$ cat config.mk
export PLATFORM = sky130hd
export DESIGN_NAME = hazard_scoreboard
export DESIGN_NICKNAME = d
export VERILOG_FILES = /design/src/rtl/hazard_scoreboard_pkg.sv /design/src/rtl/hazard_scoreboard_md_busy_ctr.sv /design/src/rtl/hazard_scoreboard.sv
export SDC_FILE = /design/constraint.sdc
export NUM_CORES = 1
export LEC_CHECK = 0
export BUFFER_PORTS_ARGS = -buffer_cell sky130_fd_sc_hd__buf_2
export CELL_PAD_IN_SITES_DETAIL_PLACEMENT = 1
export CELL_PAD_IN_SITES_GLOBAL_PLACEMENT = 1
export CORE_MARGIN = 2
export CORE_UTILIZATION = 44
export DETAILED_ROUTE_END_ITERATION = 12
export GPL_TIMING_DRIVEN = 0
export HOLD_SLACK_MARGIN = 0.08
export PLACE_DENSITY = 0.91
export SLEW_MARGIN = 0
export SYNTH_ARGS = -nofsm -noshare
export SYNTH_HDL_FRONTEND = slang
export SYNTH_SLANG_ARGS = --single-unit
$ cat constraint.sdc
create_clock -name clk -period 5.1 [get_ports clk]
set_clock_uncertainty 0.2 [all_clocks]
set_input_delay 0.255 -clock clk [delete_from_list [all_inputs] [get_ports clk]]
set_output_delay 0.255 -clock clk [all_outputs]
set_load 0.05 [all_outputs]
$ cat src/rtl/hazard_scoreboard_pkg.sv
// Shared constants for the D-stage hazard scoreboard: forward-select
// encodings, default MDU latencies and the "operand not read" Tuse code.
package hazard_scoreboard_pkg;

    // Forward-select encodings driven on fwd_rs_D / fwd_rt_D
    localparam logic [1:0] FwdRf = 2'd0;
    localparam logic [1:0] FwdE  = 2'd1;
    localparam logic [1:0] FwdM  = 2'd2;

    // Default MDU busy latencies
    localparam int unsigned DefMultCycles = 5;
    localparam int unsigned DefDivCycles  = 10;

    // All-ones Tuse means the operand is never read, so it can never stall
    function automatic int unsigned tuse_none(input int unsigned t_w);
        return (32'd1 << t_w) - 32'd1;
    endfunction

endpackage

$ cat src/rtl/hazard_scoreboard_md_busy_ctr.sv
// Busy counter for the multi-cycle multiply/divide unit. A load sets the
// counter to the op latency; it then counts down to zero, busy while nonzero.
module hazard_scoreboard_md_busy_ctr
    import hazard_scoreboard_pkg::*;
#(
    parameter int unsigned MULT_CYCLES = DefMultCycles,
    parameter int unsigned DIV_CYCLES  = DefDivCycles
) (
    input  logic clk_i,
    input  logic rst_i,
    input  logic load_i,
    input  logic div_i,
    output logic busy_o
);

    localparam int unsigned MaxCycles = (DIV_CYCLES > MULT_CYCLES) ? DIV_CYCLES : MULT_CYCLES;
    localparam int unsigned CntW      = $clog2(MaxCycles + 1);

    logic [CntW-1:0] cnt_q, cnt_d;

    // Next count: load wins, otherwise count down to zero
    always_comb begin
        cnt_d = cnt_q;
        if (load_i) begin
            cnt_d = div_i ? CntW'(DIV_CYCLES) : CntW'(MULT_CYCLES);
        end else if (cnt_q != '0) begin
            cnt_d = cnt_q - 1'b1;
        end
    end

    // Counter register, cleared immediately by reset
    always_ff @(posedge clk_i or posedge rst_i) begin
        if (rst_i) begin
            cnt_q <= '0;
        end else begin
            cnt_q <= cnt_d;
        end
    end

    assign busy_o = (cnt_q != '0);

endmodule

$ cat src/rtl/hazard_scoreboard.sv
// D-stage stall/forward controller. Tracks the destination registers of the
// E and M stage instructions with self-decrementing Tnew, compares them with
// the D instruction's sources, and adds an MDU busy interlock plus a
// stall-cycle performance counter.
module hazard_scoreboard
    import hazard_scoreboard_pkg::*;
#(
    parameter int unsigned ADDR_W      = 5,
    parameter int unsigned T_W         = 2,
    parameter int unsigned MULT_CYCLES = DefMultCycles,
    parameter int unsigned DIV_CYCLES  = DefDivCycles,
    parameter int unsigned CNT_W       = 32
) (
    input  logic              clk,
    input  logic              reset,
    input  logic [ADDR_W-1:0] rs_addr_D,
    input  logic [ADDR_W-1:0] rt_addr_D,
    input  logic [T_W-1:0]    rs_tuse_D,
    input  logic [T_W-1:0]    rt_tuse_D,
    input  logic [ADDR_W-1:0] wr_addr_D,
    input  logic [T_W-1:0]    tnew_D,
    input  logic              md_start_D,
    input  logic              md_div_D,
    input  logic              md_use_D,
    output logic              stall,
    output logic [1:0]        fwd_rs_D,
    output logic [1:0]        fwd_rt_D,
    output logic              md_busy,
    output logic [CNT_W-1:0]  stall_count
);

    localparam logic [T_W-1:0] TuseNone = T_W'(tuse_none(T_W));

    logic [ADDR_W-1:0] e_addr_q, e_addr_d, m_addr_q, m_addr_d;
    logic [T_W-1:0]    e_tnew_q, e_tnew_d, m_tnew_q, m_tnew_d;
    logic [CNT_W-1:0]  stall_count_q, stall_count_d;

    logic [2:0] rs_res, rt_res;
    logic       md_load;

    // Returns {stall, fwd_sel} for one source operand. The younger E entry
    // shadows the M entry completely, even when E cannot forward yet.
    function automatic logic [2:0] resolve(
        input logic [ADDR_W-1:0] src,
        input logic [T_W-1:0]    tuse,
        input logic [ADDR_W-1:0] e_addr,
        input logic [T_W-1:0]    e_tnew,
        input logic [ADDR_W-1:0] m_addr,
        input logic [T_W-1:0]    m_tnew
    );
        logic           hit;
        logic [T_W-1:0] tnew;
        logic [1:0]     sel;
        hit  = 1'b0;
        tnew = '0;
        sel  = FwdRf;
        if (src != '0 && src == e_addr) begin
            hit  = 1'b1;
            tnew = e_tnew;
            sel  = FwdE;
        end else if (src != '0 && src == m_addr) begin
            hit  = 1'b1;
            tnew = m_tnew;
            sel  = FwdM;
        end
        if (!hit) begin
            return {1'b0, FwdRf};
        end
        return {(tuse != TuseNone) && (tnew > tuse), (tnew == '0) ? sel : FwdRf};
    endfunction

    assign rs_res = resolve(rs_addr_D, rs_tuse_D, e_addr_q, e_tnew_q, m_addr_q, m_tnew_q);
    assign rt_res = resolve(rt_addr_D, rt_tuse_D, e_addr_q, e_tnew_q, m_addr_q, m_tnew_q);

    assign stall    = rs_res[2] | rt_res[2] | (md_use_D & md_busy);
    assign fwd_rs_D = rs_res[1:0];
    assign fwd_rt_D = rt_res[1:0];

    // A stalled mult/div does not start; it retries from D next cycle
    assign md_load = md_start_D & ~stall;

    hazard_scoreboard_md_busy_ctr #(
        .MULT_CYCLES (MULT_CYCLES),
        .DIV_CYCLES  (DIV_CYCLES)
    ) u_md_busy_ctr (
        .clk_i  (clk),
        .rst_i  (reset),
        .load_i (md_load),
        .div_i  (md_div_D),
        .busy_o (md_busy)
    );

    // Scoreboard advance: E ages into M, D enters E unless a bubble is inserted
    always_comb begin
        m_addr_d = e_addr_q;
        m_tnew_d = (e_tnew_q == '0) ? '0 : e_tnew_q - 1'b1;
        e_addr_d = stall ? '0 : wr_addr_D;
        e_tnew_d = stall ? '0 : tnew_D;
        stall_count_d = stall ? stall_count_q + 1'b1 : stall_count_q;
    end

    // Scoreboard and performance counter registers
    always_ff @(posedge clk or posedge reset) begin
        if (reset) begin
            e_addr_q      <= '0;
            e_tnew_q      <= '0;
            m_addr_q      <= '0;
            m_tnew_q      <= '0;
            stall_count_q <= '0;
        end else begin
            e_addr_q      <= e_addr_d;
            e_tnew_q      <= e_tnew_d;
            m_addr_q      <= m_addr_d;
            m_tnew_q      <= m_tnew_d;
            stall_count_q <= stall_count_d;
        end
    end

    assign stall_count = stall_count_q;

endmodule

==> results of run 1 <==
[per-stage QoR]
stage | area (µm²) | std cells
4_1_cts | 3290 | 403
3_3_place_gp | 3050 | 383
6_report | 3290 | 403
5_1_grt | 3290 | 403
2_1_floorplan | 2640 | 245
3_5_place_dp | 3070 | 384
[cell type report]
| cell class | count | share of cell area (%) |
|---|---|---|
| Multi-Input combinational cell | 178 | 40.0 |
| Sequential cell | 50 | 38.0 |
| Timing Repair Buffer | 75 | 13.5 |
| Tap cell | 75 | 2.85 |
| Clock buffer | 5 | 2.09 |
| Clock inverter | 3 | 1.22 |
| Buffer | 7 | 1.14 |
| Inverter | 10 | 1.14 |
[report_power, final]
| group | internal [mW] | total [mW] | switching (mW) |
|---|---|---|---|
| clock | 0.144 | 0.275 | 0.131 |
| sequential | 0.452 | 0.519 | 0.0669 |
| combinational | 0.139 | 0.389 | 0.249 |
[cell families (layout without fill, tap and decap cells)]
group | after synthesis | in the layout | share of synthesized area [%]
simple gates | 101 | 101 | 22.9
xor+xnor | 54 | 54 | 17.9
flops | 50 | 50 | 47.3
buf+inv | 17 | 100 | 2.84
compound gates | 12 | 12 | 4.17
fa+ha+maj | 7 | 7 | 3.31
mux | 4 | 4 | 1.52
[worst min-delay path by stage]
stage | from | endpoint | cells past startpoint | slack [ps]
after floorplan | md_div_D | u_md_busy_ctr.cnt_q[0] | 1 | 140
after global placement | e_addr_q[4] | m_addr_q[4] | 0 | 230
after detailed placement | reset | u_md_busy_ctr.cnt_q[3] | 2 | 130
after CTS | e_addr_q[4] | m_addr_q[4] | 0 | 260
after global routing | e_addr_q[4] | m_addr_q[4] | 0 | 270
final | e_addr_q[4] | m_addr_q[4] | 0 | 250
[flip-flops by register name, summed over array words and instances (netlist names)]
name and cells:
e_tnew_q 2, e_addr_q 5, m_addr_q 5, m_tnew_q 2, stall_count 32, u_md_busy_ctr.cnt_q 4
[Yosys cell counts (all sizes together)]
| cell | number | share of area [%] |
|---|---|---|
| nand3 | 14 | 2.7 |
| a221o | 1 | 0.38 |
| xnor2 | 32 | 11 |
| and2 | 9 | 2.1 |
| or4 | 2 | 0.71 |
| nor4 | 6 | 2.1 |
| a22oi | 2 | 0.57 |
| nor2b | 1 | 0.24 |
| nor2 | 12 | 2.0 |
| nand2 | 18 | 2.8 |
| dfrtp | 50 | 47 |
| nand4b | 1 | 0.33 |
| mux2i | 4 | 1.5 |
| ha | 7 | 3.3 |
| inv | 10 | 1.4 |
| nand4 | 15 | 3.6 |
| a22o | 3 | 0.99 |
| nor3 | 10 | 2.1 |
| xor2 | 22 | 7.3 |
| nand2b | 1 | 0.24 |
| a21oi | 2 | 0.38 |
| or2 | 1 | 0.24 |
| a211oi | 1 | 0.47 |
| or3b | 2 | 0.66 |
| a221oi | 1 | 0.99 |
| clkbuf | 2 | 0.28 |
| and3 | 3 | 0.71 |
| nor3b | 1 | 0.28 |
| buf | 5 | 1.1 |
| o21ai | 2 | 0.38 |
| and4 | 1 | 0.33 |
| nor4b | 4 | 1.8 |
[worst max-delay path, stage by stage, from the launching register on]
cell and delay [ps]:
dfrtp_1 440, xor2_1 160, nor3_1 170, nand3_1 170, nor2_1 230, nor3_1 110, a22o_1 200, ha_1 290
a21oi_1 70, a221o_1 290, a211oi_2 230, a221oi_4 90, inv_2 110, buf_2 230, buf_2 300
[metal layers]
metal	vias up	wire length, µm	global-route usage [%]
met2	50	3920	43.0
met4	0	53	3.90
li1	1011	-	-
met3	7	315	4.73
met5	-	0	0
met1	1092	2860	27.1
[what timing repair did]
| action | CTS | global route |
|---|---|---|
| gates resized for setup | 0 | 0 |
| endpoints found under the hold margin | 33 | 0 |
| setup buffers | 0 | 0 |
| setup endpoints to repair | 0 | 0 |
| hold buffers | 11 | 0 |
==> results.md, run 1 <==
- The die area is about 6600 µm².
- The floorplan core area is approximately 5900 µm².
- The number of global-route vias before repair is 2,321.
- The weighted congestion at the end of routability-driven global placement is between 0.8 and 0.9.
- In the final layout, flip-flops and latches occupy between 1000 and 1500 µm².
- The detailed-route wire length per cell is 17.7 µm.
- In the final layout, the multi-input gates occupy approximately 1300 µm².
- CTS saw 50 sinks.
- The number of primary I/O pins is 64.
- Global routing used around 23% of the available tracks across all layers.
- From synthesis to final layout, the design area changed by 24.5%.
- The number of antenna violations at the first check in global routing is 0.
- The worst supply voltage drop on vdd is between 0.0002 and 0.00025 V.
- In the routed layout, each cell is associated on average with a via count of around 5.4.
- The total grt overflow is 0.
- The worst slew margin relative to its limit is roughly three fifths.
- The maximum clock insertion buffer count is 2.
- STA classifies the critical path startpoint as a flop.
- The run finished with clean final reports.
- Data arrives at the worst endpoint at ~3400 ps.
- The slack of the worst reg-to-reg path is 1370 ps.
- Leaving out fill and tap cells, the most frequent cells in the layout are 66 x buf_2, 50 x dfrtp_1, 32 x xnor2_1.
- The CTS tree is done.
- Of the available clock period, the critical path in the final layout requires approximately three quarters.
- The final number of hold-violating endpoints is 0.
- The pin count of the biggest net entering global routing is 29.
- In this run the critical register-to-register path is captured at u_md_busy_ctr.cnt_q[2].
- Counting distinct cell types in the post-synthesis netlist gives between 40 and 50.
- The number of design rule violations left after detail routing is 0.
- The clock period minus worst slack is 3820 ps.
- The fraction of layout instances using a drive strength above 1 is between 20 and 30%.
- The number of slew-limit violations in the final report is 0.
- The timing startpoint of the critical path is e_addr_q[0].
- The HPWL reported at the end of detailed placement is approximately 5200 µm.
- The instance count of the mapped netlist is 245.
- The starting DRC count in detailed routing is 52.
- At the pin with the least slew margin, the transition time is between 600 and 700 ps.
- The number of rows in the core area is 28.
- The post-route worst setup slack is 1280 ps.
- The critical path is of the reg2out type.
- The total negative slack for setup checks is 0 ps.
- The die is roughly 81 µm tall.
- The detailed router placed between 2,000 and 2,500 vias in this run.
- The highest fanout seen on the critical path is 10.
- The cell at the root of the clock tree is clkbuf_8.
- The number of nets in the finished design is between 300 and 400.
- The later-pin clock latency in the skew report is roughly 310 ps.
- The routed design has 7150 µm of wire.
- Synthesis inferred 50 register bits.
- The number of input and output port buffers inserted is 63.
- The first detailed-routing pass ran for 4 iterations.
- The post-route total power is 1.18 mW.
- Measured in cells, the most critical reg-to-reg path has a length of 15.
- The synthesized netlist occupies a cell area of between 2000 and 3000 µm².
- The net count after synthesis is around 280.
- The launch point of the worst reg-to-reg path is e_addr_q[0].
- Measured on the finished design, the core utilization comes to 56.2%.
- Leaving out fill and tap cells, the most frequent cell in the layout is buf_2.
- The number of antenna-violating nets in the routed design is 0.
- The highest achievable clock rate is around 260 MHz.
- STA puts the critical path data required time at ~4600 ps.
- The final hold slack is 255 ps.
- The destination of the critical timing path is stall.
- The worst hold path class is reg2reg.
- The number of maximum-capacitance constraint violations is 0.
- Clock tree synthesis inserted a total of 5 buffers.
- The filler cells instantiated in the layout total between 600 and 700.
- The starting density of the core is around 45%.
- The first global-routing pass estimated 11,600 µm of wire.
- The die is slightly above 80 µm wide.
- For this design the static power due to leakage is between 1.5 and 2 nW.
- Setup repair after global routing left no endpoint under its margin.
- The clock tree synthesis step divided the H-tree into 2 levels.
- The clock transition at the registers of the reported paths is ~90 ps.
- The number of antenna diodes is 0.
- The endpoint kind of the worst setup timing path is a primary output.
- The post-synthesis average cell area is around 11 µm².
- The sequential area share after synthesis is approximately 47%.
- OpenSTA, run right after detailed placement, puts the worst setup slack at around 1300 ps.
- Yosys printed 0 warnings.
- The total power divided by cell area is approximately 360 nW/µm².
- Setup violations remaining at the end of the flow were counted as 0.
No activity file was read; power rests on OpenSTA's default activity.
==> inputs of run 2 (changes only) <==
--- a/config.mk
+++ b/config.mk
@@ -9,11 +9,11 @@
 export CELL_PAD_IN_SITES_DETAIL_PLACEMENT = 1
 export CELL_PAD_IN_SITES_GLOBAL_PLACEMENT = 1
 export CORE_MARGIN = 2
-export CORE_UTILIZATION = 44
+export CORE_UTILIZATION = 37
 export DETAILED_ROUTE_END_ITERATION = 12
 export GPL_TIMING_DRIVEN = 0
 export HOLD_SLACK_MARGIN = 0.08
-export PLACE_DENSITY = 0.91
+export PLACE_DENSITY = 0.82
 export SLEW_MARGIN = 0
 export SYNTH_ARGS = -nofsm -noshare
 export SYNTH_HDL_FRONTEND = slang
==> constraint.sdc (replaced) <==
create_clock -name clk -period 3.5 [get_ports clk]
set_clock_uncertainty 0.2 [all_clocks]
set_input_delay 0.175 -clock clk [delete_from_list [all_inputs] [get_ports clk]]
set_output_delay 0.175 -clock clk [all_outputs]
set_load 0.05 [all_outputs]
==> results.md, run 2 (same netlist as run 1, synthesis figures left out) <==
- The starting density of the core came to 38.5% (-6.7 points).
- The total global routing track utilization came to 17.5% (-5.4 points).
- The pin count of the biggest net entering global routing is 33 (+14%).
- The wire length on met1 is 2730 µm (-4.6%).
- The number of rows in the core area came to 30 (+7.1%).
- The number of input and output port buffers inserted is 63 (unchanged).
- The slew at the pin closest to its max-slew limit came to 607 ps (+2.89 ps).
- The floorplan core area came to 6870 µm² (+17%).
- The maximum clock insertion buffer count is 2 (unchanged).
- The flow ran to the end, but the final reports show violations.
- The starting DRC count in detailed routing is 64 (+23%).
- The number of global-route vias before repair is 2,293 (-1.2%).
- The CTS buffer count is 5 (unchanged).
- The clock transition at the registers of the reported paths is 90 ps (about the same).
- The final critical path takes up 101% of the cycle.
- The global-route wire length before repair is 10,700 µm (-8.0%).
- The cell at the root of the clock tree is clkbuf_8.
- The clock period minus worst slack is between 3000 and 4000 ps.
- The setup violation total in the final timing report was 1 (+1).
- The number of design rule violations left after detail routing is 0 (unchanged).
- The H-tree level count is 2 (unchanged).
- The amount of wire on met2 after detailed routing is 3470 µm (-12%).
- The number of clock sinks came to 50 (unchanged).
- The utilization after layout is 49.3% (-6.9 points).
- The filler cell count was 782 (+17%).
- The fraction of layout instances using a drive strength above 1 is 30.5% (+2.8 points).
- The worst slew margin relative to its limit is 59.4% (-0.19 points).
- The total negative slack for setup checks was -19.4 ps (-19.4 ps).
- The final routed wirelength across all metal layers is 6540 µm (-8.5%).
- The HPWL reported at the end of detailed placement is 4770 µm (-7.6%).
- The number of slew-limit violations in the final report is 0 (unchanged).
- The CTS tree is done.
- The type of the worst setup path is reg2out.
- The synthesis-to-layout area growth is 28.2%.
- The detailed-route wire length per cell is 15.2 µm (-14%).
- The number of antenna violations at the first check in global routing came to 0 (unchanged).
- The data required time of the worst path is 3120 ps (-1520 ps).
- The total grt overflow came to 0 (unchanged).
- The total power divided by cell area is 492 nW/µm² (+37%).
- The die area is 7830 µm² (+18%).
- The final cell area excluding filler cells was 3390 µm² (+2.9%).
- The most frequent standard cell in the layout excluding fill and tap cells is buf_2.
- The number of antenna diodes came to 0 (unchanged).
- The slack of the worst reg-to-reg path was 100 ps (-1270 ps).
- The detailed-router iteration count before antenna repair came to 4 (unchanged).
- The number of primary I/O pins is 64 (unchanged).
- The later-pin clock latency in the skew report is 310 ps (about the same).
- The data arrival at the endpoint of the critical path was 3140 ps (-230 ps).
- The uppermost layer routed is met4.
- The ratio of routed vias to standard cells is 4.97 (-7.2%).
- In the layout the commonest cells are 64 x buf_2, 49 x dfrtp_1, 32 x xnor2_1.
- The worst setup path is captured at a primary output.
- The post-route worst setup slack is -19.4 ps (-1300 ps).
- The die span in x is 88.5 µm (+8.6%).
- The number of nets in the finished design came to 366 (+1.7%).
- The highest fanout seen on the critical path is 10 (unchanged).
- The path class of the tightest hold or removal check is in2async.
- The number of antenna-violating nets in the routed design was 0 (unchanged).
- The worst supply voltage drop on vdd came to 0.000288 V (+34%).
- The final number of hold-violating endpoints is 0 (unchanged).
- Setup repair after global routing could not meet its margin everywhere.
- The final reports fail on negative setup slack.
- The static power due to leakage was 1.64 nW (+1.9%).
- The instance area at placement is 3100 µm² (+0.86%).
- The chip height is 88.5 µm (+8.6%).
- The number of maximum-capacitance constraint violations is 0 (unchanged).
- The detailed route wirelength on metal3 is 233 µm (-26%).
- The weighted congestion at the end of routability-driven global placement is 0.760 (-9.0%).
- The post-route total power was 1.67 mW (+41%).
- STA classifies the critical path startpoint as a flop.
- The number of flip-flops under the largest register name is 32 (unchanged).
- The via count of the routed design is 2,138 (-1.0%).
- Derived from the worst setup path, the maximum achievable clock frequency is 284 MHz.
-- run 2: cell count changes in the layout (fill, tap and decap cells not counted), sizes merged --
cell | before | now
clkinvlp | 0 | 1
clkbuf | 7 | 8
bufinv | 1 | 0
buf | 69 | 76
clkinv | 2 | 1
dlygate4sd3 | 11 | 10
-- run 2: per-layer routing --
layer  track usage [%]  up-vias
li1                  -     1022
met1              20.5     1059
met5                 0        -
met2              32.2       45
met4              6.34        0
met3              2.89       12
-- run 2: final timing paths --
check	start	cells after the start	end
min in group clk	md_use_D	5	stall_count[1]
max in group asynchronous	reset	4	stall_count[1]
worst max-delay path	e_addr_q[1]	14	stall
worst max register to register	e_addr_q[1]	15	stall_count[17]
worst min-delay path	reset	3	u_md_busy_ctr.cnt_q[0]
worst min register to register	e_addr_q[0]	0	m_addr_q[0]
-- run 2: critical path, stage by stage (launching register included) --
cell	delay, ps
dfrtp_1	410
xor2_1	150
nor3_1	230
nand3_1	190
nor2_4	170
nor3_2	60
a22o_1	210
ha_1	290
a21oi_1	60
a221o_1	280
a211oi_2	270
a221oi_4	90
inv_2	120
buf_6	150
buf_8	150
-- run 2: repair_timing --
action,4_1_cts,5_1_grt
pin swaps,1,5
endpoints found under the setup margin,1,6
hold buffers,10,0
gates resized for setup,5,6
gates cloned,0,0
buffers inserted,1,6
hold endpoints to repair,61,0
-- run 2: layout make-up --
class	instances	area, µm²	area share (%)
clock inverter	2	12.5	0.369
tap	96	120	3.55
multi-input combinational	178	1340	39.6
buffer	7	43.8	1.29
timing repair buffer	81	498	14.7
sequential	50	1250	37.0
clock buffer	6	82.6	2.44
inverter	10	37.5	1.11
-- run 2: report_power, final --
group / switching (mW) / leakage [nW] / internal [mW]
registers: 0.0906 / 0.657 / 0.659
clock network: 0.195 / 0.0472 / 0.159
logic: 0.355 / 0.932 / 0.209
-- run 2: stage by stage --
step                      hold slack (ps)  setup WS, ps  cells
after global placement                180          6.22    404
after global routing                  243          -173    430
after detailed placement            -9.24         -49.5    405
after floorplan                      64.8           273    245
final                                 210         -19.4    430
after CTS                             202          23.7    424
